==> src/rtl/fetch_unit.sv <==
// Instruction fetch front end: one outstanding bus request and a one-entry output buffer.
// Redirects flush the buffer and steer fetch. A response to a flushed request is dropped.
module fetch_unit #(
  parameter logic [63:0] PC_RESET = 64'h0000_0000_8000_0000
) (
  input  logic        clk,
  input  logic        reset,
  output logic        ibus_req_valid,
  output logic [63:0] ibus_req_addr,
  input  logic        ibus_addr_ok,
  input  logic        ibus_data_ok,
  input  logic [31:0] ibus_data,
  input  logic        redirect_valid,
  input  logic [63:0] redirect_pc,
  output logic        out_valid,
  input  logic        out_ready,
  output logic [63:0] out_pc,
  output logic [31:0] out_instr,
  output logic        out_exc
);

  typedef enum logic [1:0] {StIdle, StReq, StWait, StDiscard} state_e;

  state_e      state_q, state_d;
  logic [63:0] fetch_pc_q, fetch_pc_d;
  logic [63:0] req_addr_q, req_addr_d;
  logic        halt_q, halt_d;
  logic        kill_q, kill_d;
  logic        buf_valid_q, buf_valid_d;
  logic [63:0] buf_pc_q, buf_pc_d;
  logic [31:0] buf_instr_q, buf_instr_d;
  logic        buf_exc_q, buf_exc_d;

  logic        consume, buf_free, load, load_exc;
  logic [63:0] load_pc;
  logic [31:0] load_instr;

  assign consume  = buf_valid_q && out_ready;
  assign buf_free = !buf_valid_q || consume;

  always_comb begin
    state_d    = state_q;
    fetch_pc_d = fetch_pc_q;
    req_addr_d = req_addr_q;
    halt_d     = halt_q;
    kill_d     = 1'b0;
    load       = 1'b0;
    load_pc    = fetch_pc_q;
    load_instr = ibus_data;
    load_exc   = 1'b0;

    unique case (state_q)
      StIdle: begin
        if (!redirect_valid && !halt_q && buf_free) begin
          if (fetch_pc_q[1:0] == 2'b00) begin
            state_d    = StReq;
            req_addr_d = fetch_pc_q;
          end else begin
            // Misaligned target: present a nop flagged as an exception, then stall.
            load       = 1'b1;
            load_instr = 32'h0000_0013;
            load_exc   = 1'b1;
            halt_d     = 1'b1;
          end
        end
      end
      StReq: begin
        if (ibus_addr_ok) begin
          if (ibus_data_ok) begin
            state_d = StIdle;
            if (!kill_q && !redirect_valid) begin
              load       = 1'b1;
              load_pc    = req_addr_q;
              fetch_pc_d = fetch_pc_q + 64'd4;
            end
          end else begin
            state_d = (kill_q || redirect_valid) ? StDiscard : StWait;
          end
        end else begin
          // Address must stay on the bus; remember that the response is stale.
          kill_d = kill_q || redirect_valid;
        end
      end
      StWait: begin
        if (ibus_data_ok) begin
          state_d = StIdle;
          if (!redirect_valid) begin
            load       = 1'b1;
            fetch_pc_d = fetch_pc_q + 64'd4;
          end
        end else if (redirect_valid) begin
          state_d = StDiscard;
        end
      end
      StDiscard: begin
        if (ibus_data_ok) state_d = StIdle;
      end
      default: state_d = StIdle;
    endcase

    if (redirect_valid) begin
      fetch_pc_d = redirect_pc;
      halt_d     = 1'b0;
    end
  end

  always_comb begin
    buf_valid_d = buf_valid_q;
    buf_pc_d    = buf_pc_q;
    buf_instr_d = buf_instr_q;
    buf_exc_d   = buf_exc_q;
    if (redirect_valid) begin
      buf_valid_d = 1'b0;
    end else if (load) begin
      buf_valid_d = 1'b1;
      buf_pc_d    = load_pc;
      buf_instr_d = load_instr;
      buf_exc_d   = load_exc;
    end else if (consume) begin
      buf_valid_d = 1'b0;
    end
  end

  always_ff @(posedge clk or negedge reset) begin
    if (!reset) begin
      state_q     <= StIdle;
      fetch_pc_q  <= PC_RESET;
      req_addr_q  <= PC_RESET;
      halt_q      <= 1'b0;
      kill_q      <= 1'b0;
      buf_valid_q <= 1'b0;
      buf_pc_q    <= 64'd0;
      buf_instr_q <= 32'd0;
      buf_exc_q   <= 1'b0;
    end else begin
      state_q     <= state_d;
      fetch_pc_q  <= fetch_pc_d;
      req_addr_q  <= req_addr_d;
      halt_q      <= halt_d;
      kill_q      <= kill_d;
      buf_valid_q <= buf_valid_d;
      buf_pc_q    <= buf_pc_d;
      buf_instr_q <= buf_instr_d;
      buf_exc_q   <= buf_exc_d;
    end
  end

  assign ibus_req_valid = (state_q == StReq);
  assign ibus_req_addr  = req_addr_q;
  assign out_valid      = buf_valid_q;
  assign out_pc         = buf_pc_q;
  assign out_instr      = buf_instr_q;
  assign out_exc        = buf_exc_q;

endmodule

==> config.mk <==
export PLATFORM = sky130hd
export DESIGN_NAME = fetch_unit
export DESIGN_NICKNAME = d
export VERILOG_FILES = /design/src/rtl/fetch_unit.sv
export SDC_FILE = /design/constraint.sdc
export NUM_CORES = 1
export LEC_CHECK = 0
export ABC_AREA = 1
export CORE_ASPECT_RATIO = 0.6
export CORE_MARGIN = 1
export CORE_UTILIZATION = 51
export DETAILED_ROUTE_END_ITERATION = 10
export PLACE_DENSITY = 0.81
export SYNTH_ARGS = -nofsm -noshare
export SYNTH_HDL_FRONTEND = slang
export SYNTH_SLANG_ARGS = --single-unit
==> constraint.sdc <==
create_clock -name clk -period 1.95 [get_ports clk]
set_input_delay 0.39 -clock clk [delete_from_list [all_inputs] [get_ports clk]]
set_output_delay 0.39 -clock clk [all_outputs]
set_load 0.02 [all_outputs]
Word level (Yosys, flattened, before mapping)
Index checks and enable logic that the tools add are counted.
- output and inout bits: 163
- register bits: 230
- input bits: 102
- word-level logic and storage cells: 84
- $add $sub $neg: 1
- reductions and logical operators: 21
- bitwise logic cells: 1
- mux-type cells: 40
- equality and inequality tests: 12
- operators by type and width (kind ; number):
    $mux W64 ; 9
    $pmux W64 S2 ; 1
    $mux W32 ; 3
    $add A64 B3 Y64 const B ; 1
    $mux W1 ; 18
    $mux W2 ; 7
    $reduce_and A5 Y1 ; 2
    $ne A3 B1 Y1 const B ; 3
    $ne A2 B2 Y1 const B ; 4
    $pmux W2 S4 ; 1
    $reduce_and A3 Y1 ; 2
    $reduce_bool A3 Y1 ; 2
    $eq A2 B2 Y1 const B ; 2
    $logic_and A1 B1 Y1 ; 4
    $logic_not A1 Y1 ; 4
    $logic_not A2 Y1 ; 2
    $reduce_bool A2 Y1 ; 2
    $ne A3 B3 Y1 const B ; 1
    $pmux W1 S3 ; 1
    $eq A2 B1 Y1 const B ; 1
    $logic_or A1 B1 Y1 ; 2
    $ne A2 B1 Y1 const B ; 1
    $reduce_and A2 Y1 ; 1
    $not A1 Y1 ; 1

Logic depth before layout (Yosys ltp)
Gate-level depths: netlist of the first run.
- depth after elaboration: 8
- gate-level depth with buffers: 12
- depth with buffers taken out: 12

Least setup slack after synthesis of the first run
Ideal clock, no wire load.
- kind: input -> register
- start point: input port redirect_valid
- end point: register buf_instr_q[23], in the netlist out_instr[23]
- cell stages on the path: 10
- arrival: 1574 ps
- setup slack: 255 ps
- library setup time: 121 ps
- required time: 1829 ps
- path buffers: 3
- cells stage by stage: buf_2 -> nor2_4 -> nand4_4 -> nand2_4 -> nand2_4 -> nand2_2 -> inv_2 -> buf_6 -> buf_6 -> a22o_1
- cells in the longest elaborated chain, start to end: 7
- elaborated cells on any way between the ends: 15
- those cells by class: mux: 9; bitwise: 1; reduce/logical: 5
- ends and longest elaborated chain (element ; RTL line ; source):
    start: declaration ; 13 ; input logic redirect_valid,
    $logic_not A1 Y1 ; n/a ;
    $logic_and A1 B1 Y1 ; 71 ; if (!kill_q && !redirect_valid) begin
    $mux W1 ; 71 ;
    $mux W1 ; 69 ; if (ibus_data_ok) begin
    $mux W1 ; 68 ; if (ibus_addr_ok) begin
    $pmux W1 S3 ; 52 ; unique case (state_q)
    $reduce_and A2 Y1 (no source line) ; n/a ;
    end signal: assignment ; 143 ; buf_instr_q <= buf_instr_d;
    end: declaration ; 31 ; logic [31:0] buf_instr_q, buf_instr_d;
Several ways; a longest one is shown, not always the timed one.
A chain may end at the register's enable or synchronous reset.

Worst setup path in the final report of the first run
- start point: register buf_pc_q[26], in the netlist out_pc[26]
- end point: output port out_pc[26]
- RTL lines (element ; RTL line ; source):
    start: declaration ; 30 ; logic [63:0] buf_pc_q, buf_pc_d;
    start signal: assignment ; 142 ; buf_pc_q <= buf_pc_d;
    end: declaration ; 17 ; output logic [63:0] out_pc,
No word-level cell between the ends.

==> impl_metrics.tcl, run 1 <==
set metrics [dict create \
    layout.nets 2004 \
    place_inst 2183 \
    first_global_vias 11200 \
    drv_slew 0 \
    core_area_sq_um 22200 \
    startpoint "out_pc[26]$_DFFE_PN0P_" \
    syn_nets 1666 \
    cts_inserted_buffers 22 \
    crit_chain "clkdlybuf4s50_1" \
    final_cells 2226 \
    wl_mm 40.9 \
    ys.flop_type "dfrtp_1" \
    p_sw_mw 9.96 \
    antenna_found_initial 2 \
    irDropWorstVdd_uv 935 \
    viasPerCell 5.46 \
    cp-start-kind "flop" \
    seqPwrFrac 0.349 \
    first_pass_iters 6 \
    overflow 0 \
    routedWlPerCell_um 18.4 \
    cts_tree "yes" \
    internal-power_mw 14.1 \
    hold_ws_ps 397 \
    clockRootBuffer "clkbuf_16" \
    die_area_sq_um 23500 \
    dr_total_vias 12200 \
    hold_class "input pin to asynchronous set/reset pin" \
    clk_latency_ps 520 \
    timing.rr.start "fetch_pc_q[2]$_DFFE_PN0P_" \
    yosys_warnings 0 \
    critPathMaxFanout 2 \
    power.density_nw_per_um2 1470 \
    synth_cell_types 35 \
    r2r-end "fetch_pc_q[63]$_DFFE_PN0P_" \
    min_period_over_period 0.990 \
    grt_max_degree 64 \
    crit_family "buffers and inverters" \
    cts_sinks 230 \
    relSlewSlack 0.687 \
    crit_end "out_pc[26]" \
    fin_util 0.736 \
    final_cell_mix "488 x nand2_1, 236 x nor2_1, 231 x clkdlybuf4s50_1, 227 x dfrtp_1, 147 x o21ai_0" \
    row_count 42 \
    ys_seq_area_frac 0.493 \
    power_frac_clock 0.183 \
    ant_nets 0 \
    reg2reg_slack_ps 70 \
    rr_worst_depth 11 \
    status "completed" \
    worstSetupPathType "flop to primary output" \
    crit_required_ps 1560 \
    p_leak_nw 7.71 \
    start_util 0.526 \
    cp_num_buf_inv 1 \
    ys_async_sr_fraction 1.00 \
    swShare 0.413 \
    max_freq_ghz 0.518 \
    grt_pass1_wl_mm 63.0 \
    post-dp-hpwl_mm 32.0 \
    drive_above_1_share 0.104 \
    p_total_mw 24.1 \
    finalWeightedCongestion 0.969 \
    syn-cell-area_sq_um 11700 \
    drv_cap 0 \
    synth_cells 1563 \
    drc 0 \
    cp_slowest_stage_delay_ps 620 \
    crit_path_end_kind "primary output" \
    path_depth 1 \
    rsz0062_at_grt "yes" \
    synth_area_per_cell_sq_um 7.47 \
    worst_pin_slew_ps 469 \
    comb_power_share 0.468 \
    critical_path.slowest_cell "clkdlybuf4s50_1" \
    die_h_um 119 \
    crit_arrival_ps 1540 \
    clock_skew_ps 10.8 \
    htree_levels 1 \
    setup_viol 0 \
    final_common_cell "nand2_1" \
    hold_viol 0 \
    synth_edf_count 0 \
    fin_crit_ps 1930 \
    syn_to_final_growth_pct 40.0 \
    clk_pin_slew_worst_paths_ps 60 \
    ys_ff_latch 230 \
    clockBufferDepth 3 \
    die_x_um 197 \
    setup_tns_ps 0 \
    drtIter0Drc 1283 \
    grt_use_total 0.350 \
    portBuffers 264 \
    ioPinCount 265 \
]
-- worst min-delay path by stage --
stage	slack [ps]	start	end	cells past startpoint
final	400	reset	out_pc[45]$_DFFE_PN0P_	2
after global routing	420	reset	out_pc[45]$_DFFE_PN0P_	2
after CTS	400	reset	out_pc[45]$_DFFE_PN0P_	2
after detailed placement	340	reset	out_pc[45]$_DFFE_PN0P_	1
after global placement	340	reset	out_pc[45]$_DFFE_PN0P_	1
after floorplan	90	reset	fetch_pc_q[0]$_DFFE_PN0P_	0
-- stage by stage --
stage | instance area (sq um) | setup WS (ps)
floorplan | 11700 | 255
finish | 16400 | 19.7
detailed placement | 15500 | -171
global placement | 15500 | -143
global route | 16400 | -36.3
CTS | 16200 | 2.39
-- repair_timing --
item | in CTS | in global routing
hold endpoints to repair | 41 | 0
hold buffers | 1 | 0
pin swaps | 0 | 2
gates resized for setup | 20 | 43
setup endpoints to repair | 24 | 53
buffers inserted | 0 | 1
-- power by group through the flow --
stage	clock network, mW	logic [mW]	registers (mW)
finish	4.42	11.3	8.40
global placement	0	11.0	8.36
CTS	4.45	11.2	8.35
global route	4.68	12.1	8.61
floorplan	0	3.86	9.96
detailed placement	0	11.3	8.41
-- final cells by class --
type,count,area [sq um]
multi-input cells,1145,5220
fillers,1736,5880
flip-flops and latches,230,5760
repair buffers,385,3800
well taps,308,385
clock inverters,8,104
inverters,117,442
diodes,2,5.00
clock buffers,31,634
-- synthesized netlist by cell type (all sizes together) (2+ instances only) --
library cell	instances	area share
nand2	496	0.16
nor2	255	0.084
dfrtp	228	0.49
o21ai	174	0.075
inv	117	0.038
nand3	67	0.029
a21oi	60	0.026
buf	39	0.020
clkbuf	32	0.010
a22o	29	0.022
xor2	20	0.015
o211ai	15	0.0096
nand4	13	0.0082
o22a	3	0.0022
a31oi	2	0.0011
dfstp	2	0.0045
nor3	2	0.00086
or2	2	0.0011
-- logic make-up after synthesis --
logic type / count (synthesis) / synth area share
simple gates: 837 / 0.286
buf+inv: 188 / 0.0678
compound gates: 286 / 0.137
fa+ha+maj: 1 / 0.00107
xor+xnor: 21 / 0.0157
flops: 230 / 0.493
-- sequential cells by signal, summed over array words and instances (netlist names) --
| register | count |
|---|---|
| state_q | 2 |
| kill_q | 1 |
| out_pc | 64 |
| out_instr | 32 |
| halt_q | 1 |
| ibus_req_addr | 64 |
| out_exc | 1 |
| out_valid | 1 |
| fetch_pc_q | 64 |
-- routing by layer --
layer	GRT usage	vias up	share of wire	wire, um
met1	0.531	5742	0.45	18300
met3	0.0963	54	0.13	5140
met5	0	-	0	0
met2	0.496	647	0.41	16700
met4	0.0722	0	0.020	832
li1	-	5708	-	-
Note: power is estimated with default switching activity, not from simulation.
==> inputs of run 2 (changes only) <==
- GPL_ROUTABILITY_DRIVEN: not set -> 0
==> run 2 against run 1 <==
Effect of this change:
- maximum frequency is 0.25% higher
- register-to-register slack worse by 30 ps
- sequential share of layout area is 0.15 points higher
- power is 0.91% higher
- combinational power hardly changed
- final cell count is 1.2% lower
- final area is 0.34% lower
- largest cell class unchanged
==> impl_metrics.tcl, run 2 (synthesis gave the netlist of run 1 again) <==
set metrics [dict create \
    overflow 0 \
    start_util 0.526 \
    nFillCells 1735 \
    cp_num_buf_inv 1 \
    clockRootBuffer "clkbuf_16" \
    first_pass_iters 6 \
    cts_sinks 230 \
    cp_slowest_stage_delay_ps 630 \
    setup_viol 0 \
    timing.rr.start "fetch_pc_q[4]$_DFFE_PN0P_" \
    cts_inserted_buffers 22 \
    min_period_over_period 0.987 \
    p_leak_nw 7.72 \
    die_h_um 119 \
    worstSetupPathType "flop to primary output" \
    grt_max_degree 66 \
    antenna_found_initial 0 \
    cts_tree "yes" \
    clock_skew_ps 9.27 \
    cp-start-kind "flop" \
    die_area_sq_um 23500 \
    worst_pin_slew_ps 502 \
    crit_end "ibus_req_addr[51]" \
    crit_path_end_kind "primary output" \
    portBuffers 264 \
    final_cell_mix "489 x nand2_1, 234 x nor2_1, 223 x dfrtp_1, 220 x clkdlybuf4s50_1, 149 x o21ai_0" \
    drv_cap 0 \
    multi_input_area_sq_um 5200 \
    hold_viol 0 \
    drive_above_1_share 0.0952 \
    core_area_sq_um 22200 \
    max_freq_ghz 0.519 \
    setup_ws_ps 24.6 \
    grt_pass1_wl_mm 61.7 \
    post-dp-hpwl_mm 30.5 \
    syn_to_final_growth_pct 39.5 \
    crit_required_ps 1560 \
    final_common_cell "nand2_1" \
    seq_area_sq_um 5760 \
    htree_levels 1 \
    ant_nets 0 \
    first_global_vias 11100 \
    crit_chain "clkdlybuf4s50_1" \
    die_x_um 197 \
    viasPerCell 5.55 \
    startpoint "ibus_req_addr[51]$_DFFE_PN0P_" \
    drc 0 \
    power.density_nw_per_um2 1490 \
    diodes 0 \
    clk_pin_slew_worst_paths_ps 60 \
    fin_util 0.733 \
    path_depth 1 \
    layout.nets 1978 \
    fin_crit_ps 1930 \
    drtIter0Drc 1470 \
    row_count 42 \
    routedWlPerCell_um 18.2 \
    grt_use_total 0.340 \
    critPathMaxFanout 3 \
    relSlewSlack 0.665 \
    reg2reg_slack_ps 40 \
    status "completed" \
    crit_family "buffers and inverters" \
    crit_arrival_ps 1540 \
    clk_latency_ps 520 \
    critical_path.slowest_cell "clkdlybuf4s50_1" \
    dr_total_vias 12200 \
    hold_class "input pin to asynchronous set/reset pin" \
    rr_worst_depth 9 \
    wl_mm 40.0 \
    drv_slew 0 \
    dp_slack_ps -193 \
    setup_tns_ps 0 \
    clockBufferDepth 3 \
    irDropWorstVdd_uv 793 \
    ioPinCount 265 \
    r2r-end "fetch_pc_q[35]$_DFFE_PN0P_" \
]
run 2: layout make-up:
cell class / count / area share
Clock buffer: 31 / 0.0402
Clock inverter: 9 / 0.00983
Inverter: 117 / 0.0271
Multi-Input combinational cell: 1145 / 0.319
Sequential cell: 230 / 0.354
Tap cell: 308 / 0.0236
Timing Repair Buffer: 359 / 0.226
run 2: through the flow:
step	cell area, sq um	hold slack [ps]	cells	total power, mW
2_1_floorplan	11700	94.4	1563	13.8
3_3_place_gp	15300	365	2155	19.2
3_5_place_dp	15300	369	2155	19.5
4_1_cts	16200	417	2196	24.3
5_1_grt	16300	433	2199	25.6
6_report	16300	404	2199	24.3
run 2: how the worst min path moves through the flow:
stage / to / slack, ps
CTS: ibus_req_addr[45]$_DFFE_PN0P_ / 420
floorplan: fetch_pc_q[0]$_DFFE_PN0P_ / 90
detailed placement: ibus_req_addr[45]$_DFFE_PN0P_ / 370
finish: ibus_req_addr[45]$_DFFE_PN0P_ / 400
global route: ibus_req_addr[45]$_DFFE_PN0P_ / 430
global placement: ibus_req_addr[45]$_DFFE_PN0P_ / 370
run 2: power by group:
group | switching [mW] | total, mW | internal (mW)
sequential | 1.75 | 8.52 | 6.77
clock | 1.91 | 4.79 | 2.88
combinational | 6.32 | 11.0 | 4.69
total | 9.97 | 24.3 | 14.3
run 2: timing repair:
item | CTS | global route
gates cloned | 0 | 0
setup buffers | 0 | 3
hold endpoints to repair | 47 | 0
gates resized for setup | 19 | 55
hold buffers | 1 | 0
setup endpoints to repair | 18 | 58
pin swaps | 0 | 1
run 2: routing by layer:
layer | GRT usage | vias up | part of all wire
li1 | - | 5651 | -
met3 | 0.0954 | 91 | 0.13
met2 | 0.479 | 739 | 0.41
met5 | 0 | - | 0
met1 | 0.510 | 5720 | 0.43
met4 | 0.0867 | 0 | 0.026
